**config.mk**
```make
export PLATFORM = sky130hd
export DESIGN_NAME = if_id_skid_buffer
export DESIGN_NICKNAME = d
export VERILOG_FILES = /design/src/rtl/if_id_skid_buffer.sv
export SDC_FILE = /design/constraint.sdc
export NUM_CORES = 1
export LEC_CHECK = 0
export BUFFER_PORTS_ARGS = -buffer_cell sky130_fd_sc_hd__buf_4
export CORE_UTILIZATION = 33
export CTS_BUF_LIST = sky130_fd_sc_hd__clkbuf_4 sky130_fd_sc_hd__clkbuf_8
export DETAILED_ROUTE_END_ITERATION = 8
export GPL_ROUTABILITY_DRIVEN = 0
export PLACE_DENSITY = 0.51
export SLEW_MARGIN = 20
export SYNTH_ARGS = -nofsm -noshare
export SYNTH_HDL_FRONTEND = slang
export SYNTH_SLANG_ARGS = --single-unit
```
**constraint.sdc**
```tcl
create_clock -name clk -period 2.8 [get_ports clk]
set_input_delay 0.28 -clock clk [delete_from_list [all_inputs] [get_ports clk]]
set_output_delay 0.28 -clock clk [all_outputs]
set_load 0.01 [all_outputs]
```
**src/rtl/if_id_skid_buffer.sv**
```systemverilog
`default_nettype none
// ============================================================================
// Module      : if_id_skid_buffer
// Description : Two-entry IF/ID skid buffer (head + skid) with registered
//               in_ready, bubble insertion, flush and occupancy count.
// Revision    : 1.0 - initial release
// ============================================================================
module if_id_skid_buffer #(
    parameter int                PC_W     = 16,
    parameter int                INST_W   = 16,
    parameter logic [INST_W-1:0] NOP_INST = '0
) (
    input  logic              clk,
    input  logic              rst,
    input  logic              flush,
    input  logic              in_valid,
    output logic              in_ready,
    input  logic [PC_W-1:0]   pc_buff_in,
    input  logic [INST_W-1:0] inst_buff_in,
    input  logic              nop_in,
    output logic              out_valid,
    input  logic              out_ready,
    output logic [PC_W-1:0]   pc_buff_out,
    output logic [INST_W-1:0] inst_buff_out,
    output logic [1:0]        count_out
);

    logic              r_head_valid;
    logic [PC_W-1:0]   r_head_pc;
    logic [INST_W-1:0] r_head_inst;
    logic              r_skid_valid;
    logic [PC_W-1:0]   r_skid_pc;
    logic [INST_W-1:0] r_skid_inst;
    logic              r_in_ready;

    logic              w_accept;
    logic              w_head_free;
    logic              w_skid_valid_nxt;
    logic [INST_W-1:0] w_in_inst;

    assign w_accept    = in_valid & r_in_ready;
    assign w_head_free = ~r_head_valid | out_ready;
    assign w_in_inst   = nop_in ? NOP_INST : inst_buff_in;

    // Skid stays occupied only while the head cannot drain into decode.
    assign w_skid_valid_nxt = w_head_free ? (r_skid_valid & w_accept)
                                          : (r_skid_valid | w_accept);

    always_ff @(posedge clk) begin
        if (rst) begin
            r_head_valid <= 1'b0;
            r_head_pc    <= '0;
            r_head_inst  <= NOP_INST;
            r_skid_valid <= 1'b0;
            r_skid_pc    <= '0;
            r_skid_inst  <= NOP_INST;
            r_in_ready   <= 1'b1;
        end else if (flush) begin
            // Data registers keep their contents so pc_buff_out holds.
            r_head_valid <= 1'b0;
            r_skid_valid <= 1'b0;
            r_in_ready   <= 1'b1;
        end else begin
            if (w_head_free) begin
                if (r_skid_valid) begin
                    r_head_valid <= 1'b1;
                    r_head_pc    <= r_skid_pc;
                    r_head_inst  <= r_skid_inst;
                    if (w_accept) begin
                        r_skid_pc   <= pc_buff_in;
                        r_skid_inst <= w_in_inst;
                    end
                end else begin
                    r_head_valid <= w_accept;
                    if (w_accept) begin
                        r_head_pc   <= pc_buff_in;
                        r_head_inst <= w_in_inst;
                    end
                end
            end else if (w_accept) begin
                r_skid_pc   <= pc_buff_in;
                r_skid_inst <= w_in_inst;
            end
            r_skid_valid <= w_skid_valid_nxt;
            r_in_ready   <= ~w_skid_valid_nxt;
        end
    end

    assign in_ready      = r_in_ready;
    assign out_valid     = r_head_valid;
    assign pc_buff_out   = r_head_pc;
    assign inst_buff_out = r_head_valid ? r_head_inst : NOP_INST;
    assign count_out     = {1'b0, r_head_valid} + {1'b0, r_skid_valid};

endmodule
`default_nettype wire

```
==> results.toml <==
[routing]
final_antenna_net_count = 0
drc = 0
avgViaCountPerCell = 4.84
wl_microns = 6870
num_vias = 2435
routedWlPerCell_microns = 13.7
drt_iter0_markers = 69
dr.pass1.iters = 4

[sta]
finalHoldViolations = 0
setup_viol = 0
whs_ns = 0.188
skew_ns = 0.0103
period_share = 0.594
fin_crit_ns = 1.66
slew_headroom = 0.508
worst_pin_slew_ns = 0.739
rsz0062_at_grt = "false"
timing.final.max_slew_violations = 0
setup_slack_ns = 1.14
max_freq_mhz = 601
tns_ns = 0

[clocking]
cts_buffer_depth = 2
cts.sinks = 67
cts_made_buffers = 9
tritoncts = "yes"
clock-root-buffer = "clkbuf_8"
ctsResizeCount = 0
hold_buffers = 0
clk_pin_slew_worst_paths_ns = 0.07
htreeDepth = 3
post_cts_buffers = 0
clk_latency_ns = 0.33

[placed_design]
portBuffers = 73
pre_cts_ws_ns = 1.15
dp_hpwl_microns = 4250

[min_path]
hold_path_end = "out_valid$_SDFFE_PP0N_"
hold_start = "flush"
hold_path.class = "input pin to flip-flop"
hold_depth = 2

[logic_synthesis]
synth_nets = 371
synth.yosys.warnings = 0
avgSynthCellArea_sq_um = 8.75
synthDistinctLibCells = 23
ys_seq_area_frac = 0.461
netlist_area_sq_um = 2910
ys_seq_elements = 67
synth_cells = 332

[outcome]
outcome = "complete, no violations"

[grt]
grt_max_degree = 67
grt-ovfl-total = 0
gr-usage-all-layers = 0.159
antenna_found_initial = 0
grt_pass1_wl_microns = 11000
grt_pass1_vias = 2159

[setup_path]
startpoint = "r_skid_valid$_SDFF_PP0_"
reg2regPathDepth = 5
arrival_ns = 1.90
required_ns = 3.04
r2r_slack_ns = 1.14
worstSetupPathType = "flip-flop to flip-flop"
rr_endpoint = "r_head_inst[2]$_SDFFE_PP0P_"
r2r_start = "r_skid_valid$_SDFF_PP0_"
worst_setup_path_end_kind = "flip-flop"
crit_path_start_kind = "flip-flop"
cp_max_fo = 48

[floorplanning]
dieWidth_microns = 95.9
io_pins = 74
row_count = 33
fp.coreArea_sq_um = 8380
initial_core_util = 0.347
fp.dieArea_sq_um = 9190
die_y_microns = 95.9

[pwr]
p_per_area_nw_per_um2 = 553
peakVddDrop_mv = 0.200
p_leak_nw = 1.36
power_w = 0.00203

[final_layout]
fin_util = 0.438
syn_to_final_growth_pct = 26.3
layout.nets = 432
most-common-layout-cells = "buf_4, dfxtp_1, a21oi_1, nand2_1, a211oi_1"
layout_commonest_cell = "buf_4"
layout-drive-gt1-share = 0.274
n_fill_cell = 876
num_antenna_cells = 0

[run]
cap_viol_max_count = 0
-- state kept, by name, summed over array words and instances (netlist names) --
| name | flops |
|---|---|
| r_skid_pc | 16 |
| pc_buff_out | 16 |
| r_skid_inst | 16 |
| r_skid_valid | 1 |
| in_ready | 1 |
| r_head_inst | 16 |
| out_valid | 1 |
-- area by class of cell --
cell class	count	area [sq um]	share of cell area
sequential	67	1340	0.366
clock inverter	6	65.1	0.0177
tap	105	131	0.0358
timing repair buffer	79	593	0.161
clock buffer	10	131	0.0358
inverter	2	7.51	0.00204
multi-input combinational	234	1400	0.382
-- worst max-delay path, stage by stage (launching register included) --
cell,delay [ns]
dfxtp_2,0.48
a21oi_1,0.13
nor3b_4,0.20
buf_4,0.43
nor2_1,0.08
a211oi_1,0.24
-- metal layers --
layer / vias to the layer above / share of wire / track usage
met5: - / 0 / 0
met3: 4 / 0.039 / 0.0355
met2: 49 / 0.45 / 0.246
met1: 1111 / 0.50 / 0.211
met4: 0 / 0.0087 / 0.0709
li1: 1271 / - / -
-- Yosys cell counts --
library cell / n / share of area
dfxtp_1: 67 / 0.46
a21oi_1: 49 / 0.084
nand2_1: 49 / 0.063
a211oi_1: 33 / 0.085
nor2_1: 32 / 0.041
mux2i_1: 16 / 0.055
nand3b_1: 16 / 0.041
nor3b_1: 16 / 0.041
clkbuf_1: 12 / 0.015
and2_1: 10 / 0.022
buf_2: 7 / 0.012
and2_2: 6 / 0.015
buf_4: 4 / 0.010
buf_6: 4 / 0.015
buf_1: 2 / 0.0026
inv_2: 2 / 0.0026
a211o_2: 1 / 0.0034
a211oi_4: 1 / 0.0069
ha_1: 1 / 0.0043
maj3_1: 1 / 0.0034
nand2b_4: 1 / 0.0047
nor3b_2: 1 / 0.0043
or3_4: 1 / 0.0039
-- power breakdown --
part           internal [W]  switching, W  leakage, nW
registers          0.000988     0.0000182        0.546
logic              0.000109      0.000112        0.714
clock network      0.000423      0.000382        0.100
total               0.00152      0.000512         1.36
-- cell families (layout without fill, tap and decap cells) --
family | Yosys count | after routing | synth area share
simple gates | 132 | 132 | 0.237
compound gates | 84 | 84 | 0.180
flops | 67 | 67 | 0.461
buf+inv | 31 | 97 | 0.0585
mux | 16 | 16 | 0.0551
fa+ha+maj | 2 | 2 | 0.00775
-- metrics by stage --
stage               cells  cell area (sq um)
finish                503               3670
global route          503               3670
CTS                   503               3670
detailed placement    487               3480
global placement      487               3480
floorplan             332               2910
-- worst max-delay path by stage --
stage,end,slack [ns],depth (start not counted)
after floorplan,in_ready$_SDFF_PP1_,1.39,3
after global placement,pc_buff_out[12]$_SDFFE_PP0P_,1.21,5
after detailed placement,r_head_inst[1]$_SDFFE_PP0P_,1.15,5
after CTS,count_out[0],1.13,3
after global routing,pc_buff_out[5]$_SDFFE_PP0P_,0.94,5
final,r_head_inst[2]$_SDFFE_PP0P_,1.14,5
No activity file was read; power rests on OpenSTA's default activity.
